File: src/rtl/stopwatch_pkg.sv
// Shared definitions for the stopwatch control stage: state encoding and
// debounce counter sizing used by both the top level and the key debouncer.
package stopwatch_pkg;

    typedef logic [1:0] sw_state_t;

    localparam logic [1:0] ST_IDLE  = 2'b00;
    localparam logic [1:0] ST_RUN   = 2'b01;
    localparam logic [1:0] ST_PAUSE = 2'b10;

    // Mismatch counter width; STABLE_CNT is limited to 1..255.
    localparam int DBC_CNT_W = 8;

endpackage

File: src/rtl/key_debounce.sv
// One pushbutton path: 2-flop synchronizer, sample-tick driven mismatch counter
// and a single-cycle press pulse on an accepted released->pressed transition.
module key_debounce
    import stopwatch_pkg::*;
#(
    parameter int STABLE_CNT = 8
) (
    input  logic clk,
    input  logic reset,
    input  logic sample_tick,
    input  logic key_n,
    output logic press
);

    localparam logic [DBC_CNT_W-1:0] CNT_LAST = DBC_CNT_W'(STABLE_CNT - 1);

    logic                 sync1_q, sync2_q;
    logic                 stable_q, stable_d;
    logic [DBC_CNT_W-1:0] cnt_q, cnt_d;
    logic                 press_q, press_d;

    always_comb begin
        // NOTE: every output of this block gets a default first so no path leaves it unassigned (no latches).
        stable_d = stable_q;
        cnt_d    = cnt_q;
        press_d  = 1'b0;
        if (sample_tick) begin
            if (sync2_q != stable_q) begin
                if (cnt_q == CNT_LAST) begin
                    stable_d = ~stable_q;
                    cnt_d    = '0;
                    press_d  = stable_q;
                end else begin
                    cnt_d = cnt_q + 1'b1;
                end
            end else begin
                cnt_d = '0;
            end
        end
    end

    // Sync flops idle high so a released key never looks like a press after reset.
    always_ff @(posedge clk or posedge reset) begin
        if (reset) begin
            // NOTE: sequential state uses <= so every flop samples pre-edge values.
            sync1_q  <= 1'b1;
            sync2_q  <= 1'b1;
            stable_q <= 1'b1;
            cnt_q    <= '0;
            press_q  <= 1'b0;
        end else begin
            sync1_q  <= key_n;
            sync2_q  <= sync1_q;
            stable_q <= stable_d;
            cnt_q    <= cnt_d;
            press_q  <= press_d;
        end
    end

    assign press = press_q;

endmodule

File: src/rtl/stopwatch_key_ctrl.sv
// Stopwatch control: debounced start/stop and clear keys drive an IDLE/RUN/PAUSE
// FSM producing a COUNT_EN strobe every TICK_DIV clocks while running, plus CLR.
module stopwatch_key_ctrl
    import stopwatch_pkg::*;
#(
    parameter int SAMPLE_DIV = 10000,
    parameter int STABLE_CNT = 8,
    parameter int TICK_DIV   = 1000000
) (
    input  logic       CLK,
    input  logic       RESET,
    input  logic       KEY_SS_N,
    input  logic       KEY_CLR_N,
    output logic       COUNT_EN,
    output logic       CLR,
    output logic       RUN,
    output logic [1:0] STATE,
    output logic       SS_PRESS,
    output logic       CLR_PRESS
);

    localparam int PRE_W  = $clog2(SAMPLE_DIV);
    localparam int TICK_W = $clog2(TICK_DIV);
    localparam logic [PRE_W-1:0]  PRE_LAST  = PRE_W'(SAMPLE_DIV - 1);
    localparam logic [TICK_W-1:0] TICK_LAST = TICK_W'(TICK_DIV - 1);

    logic [PRE_W-1:0]  prescale_q, prescale_d;
    logic              sample_tick;
    logic              ss_press, clr_press;
    sw_state_t         state_q, state_d;
    logic [TICK_W-1:0] tick_q, tick_d;
    logic              clr_q, clr_d;
    logic              count_en;

    assign sample_tick = (prescale_q == PRE_LAST);
    assign prescale_d  = sample_tick ? '0 : prescale_q + 1'b1;

    key_debounce #(.STABLE_CNT(STABLE_CNT)) u_ss_key (
        .clk         (CLK),
        .reset       (RESET),
        .sample_tick (sample_tick),
        .key_n       (KEY_SS_N),
        .press       (ss_press)
    );

    key_debounce #(.STABLE_CNT(STABLE_CNT)) u_clr_key (
        .clk         (CLK),
        .reset       (RESET),
        .sample_tick (sample_tick),
        .key_n       (KEY_CLR_N),
        .press       (clr_press)
    );

    // Clear wins over start/stop wherever clear is accepted; RUN ignores clear.
    always_comb begin
        state_d  = state_q;
        tick_d   = tick_q;
        clr_d    = 1'b0;
        count_en = 1'b0;
        case (state_q)
            ST_IDLE: begin
                tick_d = '0;
                if (clr_press) begin
                    clr_d = 1'b1;
                end else if (ss_press) begin
                    state_d = ST_RUN;
                end
            end
            ST_RUN: begin
                // A pause landing on the terminal count holds it, so the strobe fires on resume.
                if (ss_press) begin
                    state_d = ST_PAUSE;
                end else if (tick_q == TICK_LAST) begin
                    count_en = 1'b1;
                    tick_d   = '0;
                end else begin
                    tick_d = tick_q + 1'b1;
                end
            end
            ST_PAUSE: begin
                if (clr_press) begin
                    state_d = ST_IDLE;
                    clr_d   = 1'b1;
                    tick_d  = '0;
                end else if (ss_press) begin
                    state_d = ST_RUN;
                end
            end
            default: begin
                state_d = ST_IDLE;
                tick_d  = '0;
            end
        endcase
    end

    always_ff @(posedge CLK or posedge RESET) begin
        if (RESET) begin
            prescale_q <= '0;
            state_q    <= ST_IDLE;
            tick_q     <= '0;
            clr_q      <= 1'b0;
        end else begin
            prescale_q <= prescale_d;
            state_q    <= state_d;
            tick_q     <= tick_d;
            clr_q      <= clr_d;
        end
    end

    assign COUNT_EN  = count_en;
    assign CLR       = clr_q;
    assign RUN       = (state_q == ST_RUN);
    assign STATE     = state_q;
    assign SS_PRESS  = ss_press;
    assign CLR_PRESS = clr_press;

endmodule
File: config.mk
export PLATFORM = sky130hd
export DESIGN_NAME = stopwatch_key_ctrl
export DESIGN_NICKNAME = d
export VERILOG_FILES = /design/src/rtl/stopwatch_pkg.sv /design/src/rtl/key_debounce.sv /design/src/rtl/stopwatch_key_ctrl.sv
export SDC_FILE = /design/constraint.sdc
export NUM_CORES = 1
export LEC_CHECK = 0
export CAP_MARGIN = 10
export CORE_UTILIZATION = 60
export DETAILED_ROUTE_END_ITERATION = 6
export HOLD_SLACK_MARGIN = 0.05
export PLACE_DENSITY = 0.77
export SLEW_MARGIN = 20
export SYNTH_ARGS = -nofsm -noshare
export SYNTH_HDL_FRONTEND = slang
export SYNTH_HIERARCHICAL = 1
export SYNTH_SLANG_ARGS = --single-unit
File: constraint.sdc
create_clock -name CLK -period 3.36 [get_ports CLK]
set_input_delay 0.504 -clock CLK [delete_from_list [all_inputs] [get_ports CLK]]
set_output_delay 0.504 -clock CLK [all_outputs]
set_load 0.02 [all_outputs]
==> flow_metrics.env, run 1 <==
export IMPL_synth_edf_count=0
export IMPL_die_w_um=72.8
export IMPL_final_nets=315
export IMPL_design_area_um2=3390
export IMPL_insertedDiodeCount=0
export IMPL_tns_ns=0
export IMPL_total_leakage_power_nw=1.48
export IMPL_r2r_end="u_clr_key/stable_q"
export IMPL_cp_max_fo=6
export IMPL_hp_start="u_ss_key/sync1_q"
export IMPL_hold_depth=0
export IMPL_grt_max_degree=38
export IMPL_cts_buffers=9
export IMPL_ioPinCount=11
export IMPL_wl_met2_um=2430
export IMPL_synth_async_reset_ratio_pct=100
export IMPL_r2r_slack_ns=0.94
export IMPL_fin_skew_ns=0.00484
export IMPL_power_density_nw_per_um2=434
export IMPL_grt_pass1_wl_um=9000
export IMPL_grt_pass1_vias=2042
export IMPL_core_area_um2=4790
export IMPL_arrival_ns=2.41
export IMPL_die_h_um=72.8
export IMPL_layout_commonest_cell="dfrtp_1"
export IMPL_cts_max_path_buffers=2
export IMPL_rows=25
export IMPL_min_path_type="register to register"
export IMPL_ys_seq_area_share_pct=51.1
export IMPL_die_area_um2=5290
export IMPL_post_cts_buffers=0
export IMPL_ir_worst_vdd_mv=0.332
export IMPL_worst_slew_pin_slew_ns=0.612
export IMPL_slew_violations=0
export IMPL_yosys_warnings=6
export IMPL_met1_length_um=2560
export IMPL_synth_xor_area_share_pct=8.16
export IMPL_start_util_pct=62.8
export IMPL_yosys_area_share_adder_pct=1.67
export IMPL_viasPerCell=5.77
export IMPL_post_dp_cell_area_um2=3160
export IMPL_drive_gt1_share_pct=13.1
export IMPL_io_buffers=10
export IMPL_finalPower_mw=1.47
export IMPL_ff2ff_path_depth=7
export IMPL_synth_top_family_by_area="simple AND/OR/NAND/NOR gates"
export IMPL_antenna_found_initial=0
export IMPL_cts_resized=0
export IMPL_gp_congestion=0.816
export IMPL_layout_common_cells="dfrtp_1 (55), nor2_1 (31), nand3_1 (25), nand2_1 (22), xor2_1 (16)"
export IMPL_drc=0
export IMPL_period_minus_slack_ns=2.91
export IMPL_path_clk_slew_ns=0.06
export IMPL_end_kind="output port"
export IMPL_dr_wl_met3_um=114
export IMPL_syn2layout_area_growth_pct=12.7
export IMPL_grtUsageTotal_pct=22.5
export IMPL_fmax_ghz=0.343
export IMPL_outcome="finished clean"
export IMPL_grt_overflow_total=0
export IMPL_max_slew_margin_pct=58.9
export IMPL_max_cap_violations=0
export IMPL_netlist_cell_type_count=54
export IMPL_drtIter0Drc=92
export IMPL_syn_area_um2=3000
export IMPL_syn_avg_cell_area_um2=10.4
export IMPL_final_hold_viol_count=0
export IMPL_syn_num_nets=297
export IMPL_yosys_area_share_simple_pct=23.7
export IMPL_dp_hpwl_um=3550
export IMPL_cts_hold_buf=0
export IMPL_cts_sinks=61
export IMPL_ys_ff_latch=61
export IMPL_holdPathEnd="u_ss_key/sync2_q"
export IMPL_dr_pass1_iters=4
export IMPL_highest_layer="met4"
export IMPL_htree_levels=3
export IMPL_synthMuxAreaShare_pct=2.42
export IMPL_synth_compound_area_share_pct=10.5
export IMPL_drt_wl_total_um=5200
export IMPL_r2r_start="prescale_q[6]"
export IMPL_ys_flop_type="dfrtp_1"
export IMPL_cp_required_ns=2.86
export IMPL_rsz0062_at_grt="false"
export IMPL_wl_per_cell_um=13.7
export IMPL_period_share_pct=86.7
export IMPL_num_vias=2187
export IMPL_postSynthCellCount=289
export IMPL_ant_nets=0
export IMPL_cts_root_buffer="clkbuf_8"
export IMPL_crit_path_start_kind="register"
export IMPL_finalSetupViolCount=0
export IMPL_worstSetupPathType="register to output port"
export IMPL_clock_latency_ns=0.33
export IMPL_cts_tree="done"
==> cells by family after synthesis <==
logic type               Yosys count
flip-flops                        61
multiplexers                       6
AO/OA/AOI/OAI                     43
adder cells (fa/ha/maj)            4
XOR/XNOR                          28
AND/OR/NAND/NOR                  134
buffers and inverters             13
==> cell usage after synthesis, types with 4 or more instances <==
cell	number	area, um^2
xor2_1	16	140
a31oi_1	6	37.5
nor3_1	10	50.1
dfstp_2	6	158
and3_1	7	43.8
xnor2_1	12	105
a21oi_1	6	30.0
nand3_1	25	125
nand2_1	22	82.6
a22o_2	4	40.0
nand4_1	11	68.8
nor2b_1	4	25.0
nor2_1	31	116
ha_1	4	50.1
o21ai_0	9	45.0
inv_1	7	26.3
dfrtp_1	55	1380
==> per-stage QoR <==
step	util, %	hold slack (ns)	worst slack [ns]	std cells
2_1_floorplan	-	0.345	0.520	289
3_3_place_gp	66.1	0.346	0.848	363
4_1_cts	70.7	0.359	0.441	379
6_report	70.7	0.358	0.446	379
5_1_grt	70.7	0.359	0.320	379
3_5_place_dp	66.1	0.348	0.802	363
==> where the power goes <==
| group | internal (mW) | switching [mW] | total [mW] |
|---|---|---|---|
| Clock | 0.436 | 0.273 | 0.709 |
| Combinational | 0.00459 | 0.0153 | 0.0199 |
| Sequential | 0.739 | 0.00145 | 0.740 |
==> layer usage <==
| metal | track usage, % | vias up |
|---|---|---|
| li1 | - | 1083 |
| met4 | 9.15 | 0 |
| met3 | 5.39 | 10 |
| met1 | 29.1 | 1069 |
| met2 | 36.4 | 25 |
| met5 | 0 | - |
==> worst max-delay path, cell delays in order, from the launching register on <==
cell and delay, ns:
dfrtp_1 0.42, ha_1 0.19, nand3_1 0.20, or3_1 0.54, nor2_1 0.12, clkdlybuf4s50_1 0.60
==> registers in the layout, indices dropped and copies added (netlist names) <==
name                cells
CLR                     1
u_clr_key/cnt_q         8
u_ss_key/cnt_q          8
STATE                   2
u_ss_key/press          1
prescale_q             14
u_ss_key/sync2_q        1
u_clr_key/press         1
u_clr_key/sync1_q       1
u_ss_key/sync1_q        1
u_clr_key/sync2_q       1
tick_q                 20
u_clr_key/stable_q      1
u_ss_key/stable_q       1
==> worst max-delay path by stage <==
| stage | endpoint | cells after the start | startpoint |
|---|---|---|---|
| floorplan | u_clr_key/stable_q | 6 | prescale_q[6] |
| global placement | COUNT_EN | 5 | tick_q[0] |
| detailed placement | COUNT_EN | 5 | tick_q[0] |
| CTS | COUNT_EN | 5 | tick_q[0] |
| global route | COUNT_EN | 5 | tick_q[0] |
| finish | COUNT_EN | 5 | tick_q[0] |
==> cell type report <==
cell class / instances / area, um^2
timing repair buffer: 13 / 123
clock buffer: 10 / 138
clock inverter: 6 / 86.3
multi-input combinational: 215 / 1400
tap: 67 / 83.8
fill: 352 / 1400
inverter: 7 / 26.3
sequential: 61 / 1530
(Power assumes the default switching activity.)
==> run 2: changes to the inputs <==
CORE_UTILIZATION = 62   (was 60)
CTS_BUF_LIST = sky130_fd_sc_hd__clkbuf_8   (was unset)
PLACE_DENSITY = 0.79   (was 0.77)
==> flow_metrics.env, run 2 (synthesis results as in run 1) <==
export IMPL_outcome="finished clean"
export IMPL_gp_congestion=0.795
export IMPL_slew_violations=0
export IMPL_ant_nets=0
export IMPL_wl_per_cell_um=15.2
export IMPL_grtUsageTotal_pct=24.1
export IMPL_dr_pass1_iters=4
export IMPL_min_path_type="register to register"
export IMPL_insertedDiodeCount=0
export IMPL_final_hold_viol_count=0
export IMPL_swShare_pct=19.0
export IMPL_grt_pass1_wl_um=9560
export IMPL_ioPinCount=11
export IMPL_drtIter0Drc=149
export IMPL_post_cts_buffers=0
export IMPL_p_comb_share_pct=1.3
export IMPL_viasPerCell=6.06
export IMPL_die_w_um=71.6
export IMPL_ir_worst_vdd_mv=0.302
export IMPL_top_register="tick_q"
export IMPL_rows=24
export IMPL_drt_wl_total_um=5540
export IMPL_cts_max_path_buffers=2
export IMPL_dp_hpwl_um=3730
export IMPL_worstSetupPathType="register to output port"
export IMPL_pre_cts_ws_ns=0.667
export IMPL_dr_wl_met3_um=202
export IMPL_drive_gt1_share_pct=12.5
export IMPL_cp_required_ns=2.86
export IMPL_core_area_um2=4500
export IMPL_rsz0062_at_grt="false"
export IMPL_cts_sinks=61
export IMPL_fin_skew_ns=0.00910
export IMPL_total_leakage_power_nw=1.49
export IMPL_crit_path_start_kind="register"
export IMPL_cts_tree="done"
export IMPL_start_util_pct=66.7
export IMPL_met1_length_um=2610
export IMPL_arrival_ns=2.44
export IMPL_antenna_found_initial=0
export IMPL_path_clk_slew_ns=0.07
export IMPL_htree_levels=3
export IMPL_layout_common_cells="dfrtp_1 (55), nor2_1 (31), nand3_1 (25), nand2_1 (22), xor2_1 (16)"
export IMPL_die_area_um2=5130
export IMPL_syn2layout_area_growth_pct=12.6
export IMPL_largest_reg_flops=20
export IMPL_period_share_pct=87.8
export IMPL_drc=0
export IMPL_die_h_um=71.6
export IMPL_internal_power_mw=1.25
export IMPL_biggestRegsByFlops="tick_q (20), prescale_q (14)"
export IMPL_grt_pass1_vias=2105
export IMPL_utilization_pct=75.1
export IMPL_cts_root_buffer="clkbuf_8"
export IMPL_wl_met2_um=2660
export IMPL_final_nets=315
export IMPL_cts_hold_buf=0
export IMPL_num_vias=2205
export IMPL_layout_commonest_cell="dfrtp_1"
export IMPL_grt_max_degree=38
export IMPL_fmax_ghz=0.339
export IMPL_p_seq_share_pct=48.0
export IMPL_max_cap_violations=0
export IMPL_cts_resized=0
export IMPL_cp_max_fo=6
export IMPL_cts_buffers=9
export IMPL_highest_layer="met4"
export IMPL_clkPwrFrac_pct=50.7
export IMPL_r2r_slack_ns=0.65
export IMPL_clock_latency_ns=0.33
export IMPL_p_sw_mw=0.292
export IMPL_grt_overflow_total=0
export IMPL_finalSetupViolCount=0
export IMPL_power_density_nw_per_um2=456
export IMPL_end_kind="output port"
export IMPL_max_slew_margin_pct=52.9
export IMPL_worst_slew_pin_slew_ns=0.701
export IMPL_io_buffers=10
export IMPL_period_minus_slack_ns=2.95
export IMPL_tns_ns=0
export IMPL_setup_ws_ns=0.412
run 2: layout make-up:
type / count / area [um^2]
clock buffer: 10 / 138
clock inverter: 6 / 103
fill: 321 / 1120
inverter: 7 / 26.3
multi-input combinational: 215 / 1400
sequential: 61 / 1530
tap: 52 / 65.1
timing repair buffer: 13 / 123
run 2: stage by stage:
step	hold WS, ns	std cells	power, mW	cell area, um^2
4_1_cts	0.356	364	1.56	3380
5_1_grt	0.359	364	1.59	3380
3_5_place_dp	0.347	348	0.775	3140
2_1_floorplan	0.345	289	0.765	3000
3_3_place_gp	0.345	348	0.774	3140
6_report	0.356	364	1.54	3380
run 2: metal layers:
metal,vias to the layer above,GRT usage (%)
met2,37,38.2
met4,0,7.41
met1,1081,32.8
met5,-,0
met3,7,6.47
li1,1080,-
run 2: final timing paths:
check	start	endpoint	cells after the start
min in group asynchronous	RESET	u_clr_key/cnt_q[6]	2
max in group asynchronous	RESET	tick_q[8]	3
worst max register to register	prescale_q[6]	u_ss_key/stable_q	6
worst min register to register	u_ss_key/sync1_q	u_ss_key/sync2_q	0
worst min-delay path	u_ss_key/sync1_q	u_ss_key/sync2_q	0
worst max-delay path	tick_q[0]	COUNT_EN	5
run 2: power groups by stage:
stage | combinational [mW] | sequential, mW | clock, mW
floorplan | 0.0119 | 0.753 | 0
global placement | 0.0204 | 0.754 | 0
detailed placement | 0.0210 | 0.754 | 0
CTS | 0.0211 | 0.740 | 0.801
global route | 0.0237 | 0.740 | 0.826
finish | 0.0198 | 0.740 | 0.782
run 2: worst max-delay path, stage by stage (launching register included):
cell and delay (ns):
dfrtp_1 0.42, ha_1 0.19, nand3_1 0.21, or3_1 0.55, nor2_1 0.13, clkdlybuf4s50_1 0.61
